===== src/rtl/result_monitor.sv =====
// result_monitor
//   Receiving end of the stimulus path. Rebuilds the expected DUT result from the
//   delayed operands, aligns it to the DUT output through a delay line tapped at
//   L = D - OPND_LAT, and compares the two every cycle once aligned. Counts the
//   compared vectors and the mismatches, and flags an unsupported measured delay.
//   Optional feature macro: MON_CAPTURE_EN (first-mismatch capture registers/ports).
// Ports
//   clk_dut, reset         clock (posedge) and async active-high reset
//   i_dut_delay            measured DUT delay D, all-ones = not yet measured
//   i_drive_delayed_a/b    operands, OPND_LAT cycles after drive
//   i_zero_inject          driver forced zero operands in this (delayed) cycle
//   i_dut_out              DUT result
//   i_clear                sync clear of counters, error flag and capture
//   o_state                one-hot FSM state (IDLE/FILL/CHECK/LATERR)
//   o_test_count/err_count saturating counters
//   o_error, o_lat_err     sticky mismatch flag, delay-out-of-range flag
//   o_fail_*               (MON_CAPTURE_EN) first mismatch operands/results
module result_monitor #(
    parameter int unsigned WIDTH    = 32,
    parameter int unsigned OP       = 0,
    parameter int unsigned MAX_LAT  = 15,
    parameter int unsigned OPND_LAT = 2,
    parameter int unsigned CNT_W    = 32
) (
    input  logic             clk_dut,
    input  logic             reset,
    input  logic [WIDTH-1:0] i_dut_delay,
    input  logic [WIDTH-1:0] i_drive_delayed_a,
    input  logic [WIDTH-1:0] i_drive_delayed_b,
    input  logic             i_zero_inject,
    input  logic [WIDTH-1:0] i_dut_out,
    input  logic             i_clear,
    output logic [3:0]       o_state,
    output logic [CNT_W-1:0] o_test_count,
    output logic [CNT_W-1:0] o_err_count,
    output logic             o_error,
    output logic             o_lat_err
`ifdef MON_CAPTURE_EN
    ,
    output logic [WIDTH-1:0] o_fail_a,
    output logic [WIDTH-1:0] o_fail_b,
    output logic [WIDTH-1:0] o_fail_got,
    output logic [WIDTH-1:0] o_fail_exp,
    output logic             o_fail_valid
`endif
);

    localparam int unsigned TAP_W = (MAX_LAT < 2) ? 1 : $clog2(MAX_LAT + 1);

    typedef enum logic [3:0] {
        S_IDLE   = 4'b0001,
        S_FILL   = 4'b0010,
        S_CHECK  = 4'b0100,
        S_LATERR = 4'b1000
    } state_t;

    state_t                         state, state_nxt;
    logic [WIDTH-1:0]               tap0;
    logic [MAX_LAT:1][WIDTH-1:0]    exp_line;
    logic [MAX_LAT:1]               mask_line;
    logic [WIDTH-1:0]               exp_tap;
    logic                           mask_tap;
    logic [TAP_W-1:0]               tap_l;
    logic [TAP_W-1:0]               fill_cnt;
    logic [TAP_W-1:0]               l_meas;
    logic                           d_valid;
    logic                           d_bad;
    logic                           cmp_en_c;
    logic                           mismatch_c;

    // Reference function on the delayed operands (tap 0)
    always_comb begin
        if (OP == 0)      tap0 = i_drive_delayed_a + i_drive_delayed_b;
        else if (OP == 1) tap0 = i_drive_delayed_a - i_drive_delayed_b;
        else              tap0 = i_drive_delayed_a * i_drive_delayed_b;
    end

    // Expected-value and zero-inject mask delay lines, kept strictly parallel
    always_ff @(posedge clk_dut or posedge reset) begin
        if (reset) begin
            exp_line  <= '0;
            mask_line <= '0;
        end else begin
            exp_line[1]  <= tap0;
            mask_line[1] <= i_zero_inject;
            for (int unsigned k = 2; k <= MAX_LAT; k++) begin
                exp_line[k]  <= exp_line[k-1];
                mask_line[k] <= mask_line[k-1];
            end
        end
    end

    // Tap L selection; L = 0 uses the combinational tap
    always_comb begin
        exp_tap  = tap0;
        mask_tap = i_zero_inject;
        if (tap_l != '0) begin
            exp_tap  = exp_line[tap_l];
            mask_tap = mask_line[tap_l];
        end
    end

    // Measured delay qualification
    assign d_valid = (i_dut_delay != '1);
    assign d_bad   = (i_dut_delay < WIDTH'(OPND_LAT)) ||
                     (i_dut_delay > WIDTH'(OPND_LAT + MAX_LAT));
    assign l_meas  = TAP_W'(i_dut_delay - WIDTH'(OPND_LAT));

    // State register
    always_ff @(posedge clk_dut or posedge reset) begin
        if (reset) state <= S_IDLE;
        else       state <= state_nxt;
    end

    // Next-state and compare enable
    always_comb begin
        state_nxt = state;
        cmp_en_c  = 1'b0;
        case (state)
            S_IDLE:   if (d_valid) state_nxt = d_bad ? S_LATERR : S_FILL;
            S_FILL:   if (fill_cnt == tap_l) state_nxt = S_CHECK;
            S_CHECK:  cmp_en_c = !mask_tap;
            S_LATERR: state_nxt = S_LATERR;
            default:  state_nxt = S_IDLE;
        endcase
    end

    assign mismatch_c = cmp_en_c && (i_dut_out != exp_tap);

    // Tap index tracks the measurement while idle, frozen afterwards; FILL counts L+1 cycles
    always_ff @(posedge clk_dut or posedge reset) begin
        if (reset) begin
            tap_l    <= '0;
            fill_cnt <= '0;
        end else if (state == S_IDLE) begin
            tap_l    <= l_meas;
            fill_cnt <= '0;
        end else if (state == S_FILL) begin
            fill_cnt <= fill_cnt + TAP_W'(1);
        end
    end

    // Saturating counters and sticky flags; clear has priority over a compare
    always_ff @(posedge clk_dut or posedge reset) begin
        if (reset) begin
            o_test_count <= '0;
            o_err_count  <= '0;
            o_error      <= 1'b0;
            o_lat_err    <= 1'b0;
        end else begin
            o_lat_err <= (state_nxt == S_LATERR);
            if (i_clear) begin
                o_test_count <= '0;
                o_err_count  <= '0;
                o_error      <= 1'b0;
            end else if (cmp_en_c) begin
                if (o_test_count != '1) o_test_count <= o_test_count + CNT_W'(1);
                if (mismatch_c) begin
                    if (o_err_count != '1) o_err_count <= o_err_count + CNT_W'(1);
                    o_error <= 1'b1;
                end
            end
        end
    end

    assign o_state = state;

`ifdef MON_CAPTURE_EN
    logic [MAX_LAT:1][WIDTH-1:0] a_line;
    logic [MAX_LAT:1][WIDTH-1:0] b_line;
    logic [WIDTH-1:0]            a_tap;
    logic [WIDTH-1:0]            b_tap;

    // Operand lines parallel to the expected line, for the capture
    always_ff @(posedge clk_dut or posedge reset) begin
        if (reset) begin
            a_line <= '0;
            b_line <= '0;
        end else begin
            a_line[1] <= i_drive_delayed_a;
            b_line[1] <= i_drive_delayed_b;
            for (int unsigned k = 2; k <= MAX_LAT; k++) begin
                a_line[k] <= a_line[k-1];
                b_line[k] <= b_line[k-1];
            end
        end
    end

    always_comb begin
        a_tap = i_drive_delayed_a;
        b_tap = i_drive_delayed_b;
        if (tap_l != '0) begin
            a_tap = a_line[tap_l];
            b_tap = b_line[tap_l];
        end
    end

    // First mismatch only; clear re-arms
    always_ff @(posedge clk_dut or posedge reset) begin
        if (reset) begin
            o_fail_a     <= '0;
            o_fail_b     <= '0;
            o_fail_got   <= '0;
            o_fail_exp   <= '0;
            o_fail_valid <= 1'b0;
        end else if (i_clear) begin
            o_fail_a     <= '0;
            o_fail_b     <= '0;
            o_fail_got   <= '0;
            o_fail_exp   <= '0;
            o_fail_valid <= 1'b0;
        end else if (mismatch_c && !o_fail_valid) begin
            o_fail_a     <= a_tap;
            o_fail_b     <= b_tap;
            o_fail_got   <= i_dut_out;
            o_fail_exp   <= exp_tap;
            o_fail_valid <= 1'b1;
        end
    end
`endif

endmodule


===== config.mk =====
export PLATFORM = sky130hd
export DESIGN_NAME = result_monitor
export DESIGN_NICKNAME = d
export VERILOG_FILES = /design/src/rtl/result_monitor.sv
export SDC_FILE = /design/constraint.sdc
export NUM_CORES = 1
export LEC_CHECK = 0
export ABC_CLOCK_PERIOD_IN_PS = 19530
export CORE_UTILIZATION = 58
export CTS_CLUSTER_SIZE = 12
export DETAILED_ROUTE_END_ITERATION = 12
export PLACE_DENSITY = 0.8
export SKIP_CTS_REPAIR_TIMING = 1
export SYNTH_ARGS = -nofsm -noshare
export SYNTH_HDL_FRONTEND = slang
export SYNTH_SLANG_ARGS = --single-unit

===== constraint.sdc =====
create_clock -name clk_dut -period 19.53 [get_ports clk_dut]
set_input_delay 1.953 -clock clk_dut [delete_from_list [all_inputs] [get_ports clk_dut]]
set_output_delay 1.953 -clock clk_dut [all_outputs]
set_load 0.005 [all_outputs]

======== Word level (Yosys, flattened, before mapping) ========
Cells that the tools add are included.
storage, ports and cells
  bits in writable memories ............... 0
  word-level logic and storage cells ...... 76
  output and inout port bits .............. 70
  memories ................................ 0
  bits in latches ......................... 0
  register bits after elaboration ......... 573
  memory bits (read-only) ................. 0
  input port bits ......................... 132
operators by class
  reduce and logical (&&, ||, !) cells .... 12
  bitwise logic cells ..................... 0
  divide/modulo/power cells ............... 0
  $lt $le $gt $ge ......................... 3
  $mul .................................... 0
  $add $sub $neg .......................... 5
  muxes and demuxes ....................... 23
  equality and inequality tests ........... 10
  shifts and indexed selects .............. 0
operators with widths
  operator                                                         count
  2-to-1 mux 32 bit                                                9
  binary-select mux 32 bit (select 4 bit)                          1
  inequality test 32 bit (second input constant)                   3
  adder 32 x 1 -> 32 bit (second input constant)                   2
  adder 32 bit                                                     1
  greater-than comparator 32 x 5 -> 1 bit (second input constant)  1
  less-than comparator 32 x 2 -> 1 bit (second input constant)     1
  inequality test 32 bit                                           1
  2-to-1 mux 4 bit                                                 5
  case mux 4 bit (4 select lines)                                  1
  nonzero test 2 bit                                               5
  equality test 4 bit (second input constant)                      2
  2-to-1 mux 1 bit                                                 6
  less-than comparator 4 x 5 -> 1 bit (second input constant)      1
  adder 4 x 1 -> 4 bit (second input constant)                     1
  binary-select mux 1 bit (select 4 bit)                           1
  equality test 4 x 1 -> 1 bit (second input constant)             1
  equality test 4 x 2 -> 1 bit (second input constant)             1
  equality test 4 x 3 -> 1 bit (second input constant)             1
  equality test 4 bit                                              1
  AND reduction 2 bit                                              2
  nonzero test 4 bit                                               1
  subtractor 4 x 2 -> 4 bit (second input constant)                1
  AND reduction 3 bit                                              1
  other kinds (3)                                                  3

======== Logic depth before layout (Yosys ltp) ========
Gate-level depths: netlist of run 1.
  depth in word-level cells ............... 9
  mapped depth ............................ 19

======== Worst setup path after synthesis of run 1 ========
OpenSTA, ideal clock, no wires.
  kind .................................... input port to flip-flop
  start ................................... input i_drive_delayed_a[0]
  end ..................................... register o_err_count[22]
  setup time .............................. 125 ps
  cell stages on the path ................. 16
  setup slack ............................. 13811 ps
  data arrival time ....................... 5594 ps
  required time ........................... 19405 ps
  path through ............................ ha_1 -> fa_1 -> a21o_1 -> a221oi_4 -> or3_1 -> or3b_1 -> buf_2 -> mux2i_1 -> o21a_1 -> a311o_1 -> nor4_1 -> nand4_1 -> o21bai_1 -> buf_4 -> and4b_1 -> mux2_4
between the ends
  longest elaborated chain between the ends .. 6
RTL lines
  element                        line  RTL
  start, declared                28    input logic [WIDTH-1:0] i_drive_delayed_a,
  adder 32 bit                   73    if (OP == 0) tap0 = i_drive_delayed_a + i_drive_delayed_b;
  2-to-1 mux 32 bit              97    if (tap_l != '0) begin
  inequality test 32 bit         128   assign mismatch_c = cmp_en_c && (i_dut_out != exp_tap);
  logical AND 1 bit              128
  nonzero test 2 bit (no line)   --
  AND reduction 3 bit (no line)  --
  end signal, assigned           159   if (o_err_count != '1) o_err_count <= o_err_count + CNT_W'(1);
  end, declared                  35    output logic [CNT_W-1:0] o_err_count,
Every way passes these cells.
A chain may end at the register's enable or synchronous reset.

======== Worst setup path in the final report of run 1 ========
Ends and elaborated chain as after synthesis.

==> results of run 1 <==
-- cells in the mapped netlist (11+ instances only) --
master	count
mux2_2	50
a21oi_1	79
a22oi_1	13
a221oi_1	23
nor4_1	19
nand4_1	35
and2_1	14
buf_4	15
nand2_1	99
mux2i_1	57
ha_1	35
o21ai_0	63
a21o_1	11
nor3_1	41
nor2b_1	27
a211oi_1	13
nor2_1	118
dfrtp_1	572
and3_1	19
xnor2_1	33
xor2_1	48
or4_1	14
and4_1	13
nand3_1	51
or3_1	19
a31oi_1	12
mux4_2	78
o31ai_1	15
buf_2	23
clkbuf_1	49
inv_1	24
o211ai_1	13
o22ai_1	12
-- power by group through the flow --
stage / Sequential (mW) / Combinational (mW) / Clock, mW
after global routing: 1.60 / 1.28 / 1.09
after global placement: 1.57 / 1.16 / 0
final: 1.58 / 1.21 / 1.02
after CTS: 1.58 / 1.19 / 1.04
after detailed placement: 1.59 / 1.18 / 0
after floorplan: 1.50 / 0.892 / 0
-- layer usage --
| layer | up-vias | share of wire |
|---|---|---|
| met2 | 769 | 0.47 |
| li1 | 7188 | - |
| met5 | - | 0 |
| met3 | 131 | 0.086 |
| met4 | 0 | 0.029 |
| met1 | 8598 | 0.41 |
-- kinds of logic after synthesis --
| family | share of synthesized area |
|---|---|
| xor+xnor | 0.0295 |
| mux | 0.124 |
| fa+ha+maj | 0.0190 |
| flops | 0.596 |
| buf+inv | 0.0249 |
| simple gates | 0.107 |
| compound gates | 0.0993 |
-- through the flow --
step / setup WS [ps] / cells / utilization
6_report: 12950 / 2597 / 0.689
3_5_place_dp: 12360 / 2506 / 0.647
3_3_place_gp: 12440 / 2506 / 0.647
5_1_grt: 12680 / 2597 / 0.689
4_1_cts: 13010 / 2595 / 0.689
2_1_floorplan: 1550 / 1851 / -
-- flip-flops by register name, indices dropped and copies added, names as in the netlist, 4 cells and up --
| name | cells |
|---|---|
| exp_line | 480 |
| o_err_count | 32 |
| o_test_count | 32 |
| mask_line | 15 |
| fill_cnt | 4 |
| o_state | 4 |
| tap_l | 4 |
-- how the worst max path moves through the flow --
stage | startpoint | endpoint | slack, ps | depth (start not counted)
4_1_cts | i_drive_delayed_a[0] | o_err_count[22]$_DFFE_PP0P_ | 13010 | 15
2_1_floorplan | reset | exp_line[0]$_DFF_PP0_ | 1550 | 1
5_1_grt | i_drive_delayed_a[0] | o_err_count[22]$_DFFE_PP0P_ | 12680 | 15
3_5_place_dp | i_drive_delayed_a[0] | o_err_count[22]$_DFFE_PP0P_ | 12360 | 15
3_3_place_gp | i_drive_delayed_a[0] | o_err_count[22]$_DFFE_PP0P_ | 12440 | 15
6_report | i_drive_delayed_a[0] | o_err_count[22]$_DFFE_PP0P_ | 12950 | 15
-- cell usage in the layout, fill, tap and decap left out, types with 13 or more instances in the layout --
| cell type | count |
|---|---|
| o21ai_0 | 63 |
| nand3_1 | 51 |
| a221oi_1 | 23 |
| a22oi_1 | 13 |
| clkbuf_16 | 58 |
| a21oi_1 | 79 |
| mux4_2 | 78 |
| and4_1 | 13 |
| and2_1 | 14 |
| buf_4 | 19 |
| nand4_1 | 35 |
| ha_1 | 35 |
| inv_1 | 23 |
| o211ai_1 | 13 |
| dfrtp_1 | 569 |
| nor3_1 | 41 |
| o31ai_1 | 15 |
| and3_1 | 19 |
| nor2_1 | 118 |
| xnor2_1 | 33 |
| nor2b_1 | 26 |
| mux2_2 | 50 |
| a211oi_1 | 13 |
| or4_1 | 14 |
| nor4_1 | 19 |
| or3_1 | 19 |
| xor2_1 | 48 |
| mux2i_1 | 57 |
| clkdlybuf4s50_1 | 200 |
| nand2_1 | 99 |
-- final cells by class --
type | instances | area (um^2)
multi-input cells | 1155 | 9120
well taps | 532 | 666
fillers | 2725 | 12700
clock inverters | 14 | 118
inverters | 25 | 101
repair buffers | 221 | 2170
clock buffers | 75 | 1600
diodes | 2 | 5.00
flip-flops and latches | 573 | 14400
==> qor.txt, run 1 <==
Status -> completed
Starting Density -> 0.589
RSZ-0062 raised after global routing -> no
Synth Register Bits -> 573
CTS clk-pin slew, worst paths -> 60 ps
VDD IR max -> 88.2 uV
Hold_ws -> 351 ps
Post-DP HPWL -> 41800 um
Slew HR -> 0.264
Clock power share -> 0.268
Post-route minimum period -> 6580 ps
Final Slew Violations -> 0
Reg2reg path depth -> 13
Total Power -> 3.81 mW
Buf/Inv on CP -> 1
Worst-Margin Slew -> 1100 ps
Main synth FF type -> dfrtp_1
Mapped cell area -> 24000 um^2
R2r startpoint -> tap_l[0]$_DFFE_PP0P_
GR Util met2 -> 0.463
NetSw -> 1.30 mW
Critical path's top delay family -> compound AO/OA/AOI/OAI gates
Register area share after synthesis -> 0.596
Global-route wire length before repair -> 97000 um
Initial antenna violation count -> 3
Gr busiest metal -> met2
1st-iter DRT viols -> 1637
Post-synth EDFFs -> 0
I/O Pins -> 202
WHS Endpoint -> exp_line[406]$_DFF_PP0_
Clock tree buffer depth -> 3
Crit path largest cell delay -> 860 ps
Mapped Cells -> 1851
Max Clk Rate -> 0.152 GHz
Layout cells sized above 1 -> 0.125
Design Area, Final -> 28100 um^2
Hold Crit Class -> reg -> reg
Area grow syn2layout -> 17.0%
GRT Residual Overflow -> 0
Netlist cell types -> 89
Vias in the first global route -> 16900
GP Congestion -> 0.946
Synth top area share -> 0.595
Total Routed Length -> 62300 um
Max_cap viols -> 0
Logic pwr share -> 0.318
Worst EP required -> 20030 ps
Worst-skew pair later-pin latency -> 630 ps
Worst reg2reg endpoint -> o_err_count[22]$_DFFE_PP0P_
Crit Path Category -> in -> reg
Routed WL per cell -> 24.0 um
Async set-reset flop share out of synthesis -> 1.00
Syn_nets -> 2019
Final Cycle Share -> 0.337
TritonRoute pass-1 iters -> 5
Nets -> 2202
GRT Total Usage -> 0.303
CTS tree -> yes
Sw frac -> 0.340
Core Region -> 40800 um^2
Total number of yosys warnings -> 0
GR Util met1 -> 0.435
Clock sinks -> 573
Critical Path Fanout Max -> 29
Die X -> 206 um
LEAKAGE -> 11.6 nW
TritonCTS Buffers -> 58
Min-Delay Path Depth -> 0
Placed cell area -> 26400 um^2
Residual DRC -> 0
Largest net degree at the start of global routing -> 203
Slowest CP cell -> o21bai_2
Die height -> 206 um
Worst Setup End Kind -> register
Critical Path, Cell by Cell -> clkdlybuf4s50_1, ha_1, fa_1, a21o_1, a221oi_4, or3_1, or3b_1, mux2i_1, o21a_1, a311o_1, nor4_1, nand4_1, o21bai_2, and4b_1, mux2_4
Die Area -> 42300 um^2
Ranking of synthesized cells by area -> dfrtp_1, mux4_2, mux2i_1
Final ANT Viol Nets -> 0
H-tree lvl count -> 2
Worst Path Arrival -> 7080 ps
Final hold vios -> 0
Met3 Usage GRT -> 0.0665
Setup_tns -> 0 ps
Power Density -> 135 nW/um^2
Root cell of the clock tree -> clkbuf_16
Flop2flop setup slack -> 13530 ps
Rows -> 74
Pint -> 2.51 mW
Vias per cell -> 6.43
I/O Buffers -> 201
Final Skew -> 26.5 ps
Vias -> 16700
Min-delay src -> exp_line[374]$_DFF_PP0_
Syn Area/Cell -> 13.0 um^2
Crit path launch type -> input pin
Sequential power share -> 0.414
Finish-stage setup viols -> 0
Yosys top cell by area -> dfrtp_1
No activity file was read; power rests on OpenSTA's default activity.
==> run 2, diff against run 1 <==
Settings changed: ABC_CLOCK_PERIOD_IN_PS 19530 to 6300.
Clock period 19.53 ns to 6.3 ns, I/O delays scaled along.
==> run 2 against run 1 <==
  * Clock power grew to 3.1 times the previous value
  * Design area grew 0.55%
  * Total power grew to 3.1 times the previous value
  * Die area is the same
  * Clock-buffer cell count grew 5
  * Sequential cell count is the same
==> qor.txt, run 2 (same netlist as run 1, synthesis figures left out) <==
Status -> completed
Routed WL per cell -> 24.0 um
Biggest register -> exp_line
Design Area, Final -> 28300 um^2
Critical path startpoint -> tap_l[0]$_DFFE_PP0P_
Critical path's top delay family -> simple AND/OR/NAND/NOR gates
H-tree lvl count -> 2
Final hold vios -> 0
Nets -> 2219
1st-iter DRT viols -> 1569
TritonCTS Buffers -> 57
Finish-stage setup viols -> 0
Setup slack after layout -> 954 ps
Placed cell area -> 26600 um^2
Worst-Margin Slew -> 1160 ps
Max_cap viols -> 0
Core Region -> 40800 um^2
Initial antenna violation count -> 4
Layout cells sized above 1 -> 0.128
TritonRoute pass-1 iters -> 5
Vias in the first global route -> 17100
Crit Path Category -> reg -> reg
GP Congestion -> 0.969
RSZ-0062 raised after global routing -> no
Regs by FF count -> exp_line (480), o_err_count (32), o_test_count (32)
R2r startpoint -> tap_l[0]$_DFFE_PP0P_
LEAKAGE -> 11.7 nW
Die height -> 206 um
Gr busiest metal -> met2
Die X -> 206 um
Final ANT Viol Nets -> 0
Power Density -> 419 nW/um^2
Clock sinks -> 573
Hold Crit Class -> reg -> reg
Root cell of the clock tree -> clkbuf_16
Met3 Usage GRT -> 0.0667
GR Util met1 -> 0.433
Worst Setup End Kind -> register
Worst-skew pair later-pin latency -> 610 ps
Post-layout util -> 0.693
Buf/Inv on CP -> 1
Final Slew Violations -> 0
GRT Total Usage -> 0.306
Critical Path Fanout Max -> 34
Slowest CP cell -> nor2b_2
GRT Residual Overflow -> 0
Setup_tns -> 0 ps
CTS tree -> yes
Cells after DPL -> 2523
VDD IR max -> 275 uV
Most frequent cells in the layout -> dfrtp_1, clkdlybuf4s50_1, nor2_1
Worst slack at placement -> 693 ps
Post-DP HPWL -> 43200 um
Critical Path, Cell by Cell -> nor2b_2, buf_4, a221oi_1, a221oi_1, a221o_1, xnor2_1, nand2_1, or4_1, nor4_1, nand4_1, nor2_2, nor3_1, mux2_1
Crit path launch type -> register
Starting Density -> 0.589
Clock tree buffer depth -> 3
Die Area -> 42300 um^2
Max FFs per register -> 480
Area grow syn2layout -> 17.6%
Worst EP required -> 6770 ps
I/O Buffers -> 201
Total Routed Length -> 62800 um
Total Power -> 11.8 mW
Final Skew -> 21.6 ps
Most frequent CP cell -> a221oi_1
Worst Path Arrival -> 5820 ps
GR Util met2 -> 0.473
Rows -> 74
I/O Pins -> 202
Post-route minimum period -> 5350 ps
Final Cycle Share -> 0.849
Residual DRC -> 0
Global-route wire length before repair -> 97700 um
Commonest non-fill, non-tap cell in the layout -> dfrtp_1
Vias -> 16700
Crit path largest cell delay -> 940 ps
Largest net degree at the start of global routing -> 157
Min-delay src -> exp_line[282]$_DFF_PP0_
Non-Filler Instances -> 2616
Max Clk Rate -> 0.187 GHz
CTS clk-pin slew, worst paths -> 60 ps
Vias per cell -> 6.39
Hold_ws -> 365 ps
Slew HR -> 0.224
run 2: worst register-to-register path, stage by stage, from the launching register on:
cell and delay, ps:
dfrtp_4 710, nor2b_2 970, buf_4 370, a221oi_1 110
a221oi_1 240, a221o_1 230, xnor2_1 120, nand2_1 140
or4_1 560, nor4_1 350, nand4_1 270, nor2_2 660
nor3_1 160, mux2_1 340
run 2: worst paths after layout:
check / endpoint / slack (ps) / cells after the start
min in group asynchronous: o_test_count[16]$_DFFE_PP0P_ / 460 / 2
max in group asynchronous: exp_line[293]$_DFF_PP0_ / 4090 / 4
max: o_err_count[9]$_DFFE_PP0P_ / 950 / 13
max reg2reg: o_err_count[9]$_DFFE_PP0P_ / 950 / 13
min reg2reg: exp_line[314]$_DFF_PP0_ / 360 / 0
min: exp_line[314]$_DFF_PP0_ / 360 / 0
run 2: final cells by class:
cell class / instances / area [um^2]
Timing Repair Buffer: 239 / 2370
Inverter: 25 / 97.6
Fill cell: 2735 / 12600
Tap cell: 532 / 666
Multi-Input combinational cell: 1155 / 9120
Sequential cell: 573 / 14400
Clock inverter: 8 / 81.3
Antenna cell: 4 / 10.0
Clock buffer: 80 / 1580
run 2: metal layers:
layer | vias up | share of wire
li1 | 7232 | -
met1 | 8550 | 0.41
met2 | 782 | 0.47
met3 | 144 | 0.084
met4 | 0 | 0.030
met5 | - | 0
run 2: where the power goes:
group	internal [mW]	total [mW]	leakage [nW]	switching, mW
Sequential	4.36	4.89	6.82	0.535
Clock	1.77	3.12	0.808	1.35
Combinational	1.73	3.83	4.09	2.10
==> run 3, diff against run 2 <==
Settings changed: ABC_CLOCK_PERIOD_IN_PS 6300 to 4700, CORE_UTILIZATION 58 to 52, PLACE_DENSITY 0.8 to 0.76.
Clock period 6.3 ns to 4.7 ns, I/O delays scaled along.
==> run 3 against run 2 <==
  * Sequential cell count unchanged
  * First-iteration DRC count rose by 7.6%
  * Critical path depth fell by 1
  * Register-to-register slack got worse by 780 ps
  * Worst setup slack lost 780 ps
  * Critical path type unchanged
  * Critical endpoint is now o_err_count[30]$_DFFE_PP0P_
==> qor.txt, run 3 (same netlist as run 1, synthesis figures left out) <==
Worst Setup End Kind -> register
Logic pwr share -> 0.344
Worst EP required -> 5190 ps
Status -> completed
NetSw -> 5.44 mW
CTS clk-pin slew, worst paths -> 60 ps
Pint -> 10.8 mW
Post-layout util -> 0.641
I/O Pins -> 202
Global-route wire length before repair -> 101000 um
I/O Buffers -> 201
Sw frac -> 0.336
Crit path largest cell delay -> 670 ps
Residual DRC -> 0
Rows -> 78
Starting Density -> 0.529
Routed WL per cell -> 23.2 um
Biggest register -> exp_line
Post-route minimum period -> 4520 ps
Critical Path, Cell by Cell -> buf_4, buf_4, mux4_2, mux4_2, a31o_2, xnor2_1, nand3_1, or4_1, o21bai_2, buf_4, nor3_1, mux2_2
Final Cycle Share -> 0.963
Setup_tns -> 0 ps
Post-DP HPWL -> 45900 um
Vias per cell -> 6.08
Setup slack after layout -> 176 ps
TritonCTS Buffers -> 57
Crit Path Category -> reg -> reg
Worst-Margin Slew -> 946 ps
Regs by FF count -> exp_line (480), o_err_count (32), o_test_count (32)
Final Slew Violations -> 0
VDD IR max -> 362 uV
Die Area -> 47100 um^2
Power Density -> 556 nW/um^2
Total Routed Length -> 64600 um
Root cell of the clock tree -> clkbuf_16
Worst-skew pair later-pin latency -> 610 ps
Total Power -> 16.2 mW
R2r startpoint -> tap_l[0]$_DFFE_PP0P_
TritonRoute pass-1 iters -> 6
Die height -> 217 um
Crit path launch type -> register
Worst Path Arrival -> 5010 ps
Most frequent cells in the layout -> dfrtp_1, clkdlybuf4s50_1, buf_4
Nets -> 2324
CTS tree -> yes
Clock tree buffer depth -> 3
Area grow syn2layout -> 21.3%
Critical Path Fanout Max -> 17
Sequential power share -> 0.399
Fillcell total -> 3396
Vias -> 16900
Max_cap viols -> 0
Slew HR -> 0.353
Core Region -> 45500 um^2
Slowest CP cell -> dfrtp_4
Vias in the first global route -> 17500
GRT Total Usage -> 0.280
Largest net degree at the start of global routing -> 154
Flop2flop setup slack -> 180 ps
Final ANT Viol Nets -> 0
LEAKAGE -> 12.2 nW
H-tree lvl count -> 2
RSZ-0062 raised after global routing -> no
Max Clk Rate -> 0.221 GHz
Reg2reg path depth -> 12
Most frequent CP cell -> buf_4
Final Skew -> 12.5 ps
Initial antenna violation count -> 4
Worst reg2reg endpoint -> o_err_count[30]$_DFFE_PP0P_
Max FFs per register -> 480
Die X -> 217 um
1st-iter DRT viols -> 1688
Clock sinks -> 573
Commonest non-fill, non-tap cell in the layout -> dfrtp_1
GRT Residual Overflow -> 0
Clock power share -> 0.257
Hold Crit Class -> in -> async
Finish-stage setup viols -> 0
Layout cells sized above 1 -> 0.172
Worst slack at placement -> -285 ps
GP Congestion -> 0.946
Final hold vios -> 0
## run 3: critical path, delay by kind of cell (launching register included)
kind | cells | cell delay, ps
XOR/XNOR | 1 | 320
flip-flops | 1 | 670
AND/OR/NAND/NOR | 3 | 840
multiplexers | 3 | 1370
buffers and inverters | 3 | 680
AO/OA/AOI/OAI | 2 | 500
## run 3: layout make-up
type,instances,area [um^2],area share
inverter,25,97.6,0.00335
sequential,573,14400,0.492
tap,600,751,0.0257
multi-input combinational,1155,9140,0.313
antenna,3,7.51,0.000257
timing repair buffer,344,3190,0.109
clock inverter,11,119,0.00408
clock buffer,71,1510,0.0517
## run 3: worst max path at each step
stage / cells after the start / end / slack [ps] / from
2_1_floorplan: 1 / exp_line[0]$_DFF_PP0_ / -3570 / reset
3_3_place_gp: 17 / o_err_count[30]$_DFFE_PP0P_ / -180 / i_drive_delayed_a[0]
3_5_place_dp: 16 / o_err_count[30]$_DFFE_PP0P_ / -280 / i_drive_delayed_a[0]
4_1_cts: 14 / o_err_count[14]$_DFFE_PP0P_ / 150 / tap_l[1]$_DFFE_PP0P_
5_1_grt: 14 / o_err_count[30]$_DFFE_PP0P_ / 20 / tap_l[0]$_DFFE_PP0P_
6_report: 12 / o_err_count[30]$_DFFE_PP0P_ / 180 / tap_l[0]$_DFFE_PP0P_
## run 3: through the flow
stage,hold slack [ps],cell area (um^2),std cells
6_report,352,29200,2782
3_5_place_dp,353,27500,2696
2_1_floorplan,346,24000,1851
4_1_cts,341,29100,2778
3_3_place_gp,351,27500,2696
5_1_grt,370,29200,2782
## run 3: power by group through the flow
stage                     Sequential (mW)  Combinational (mW)  Clock (mW)
after global routing                 6.58                5.92        4.42
after detailed placement             6.55                5.40           0
final                                6.48                5.58        4.17
after floorplan                      6.23                3.71           0
after CTS                            6.49                5.47        4.25
after global placement               6.48                5.33           0
## run 3: per-layer routing
metal  vias to the layer above  track usage  wire length, um
met5                         -            0               17
met4                         2       0.0897             1760
met3                       115       0.0601             5270
met2                       690        0.429            29900
met1                      8668        0.403            27700
li1                       7435            -                -
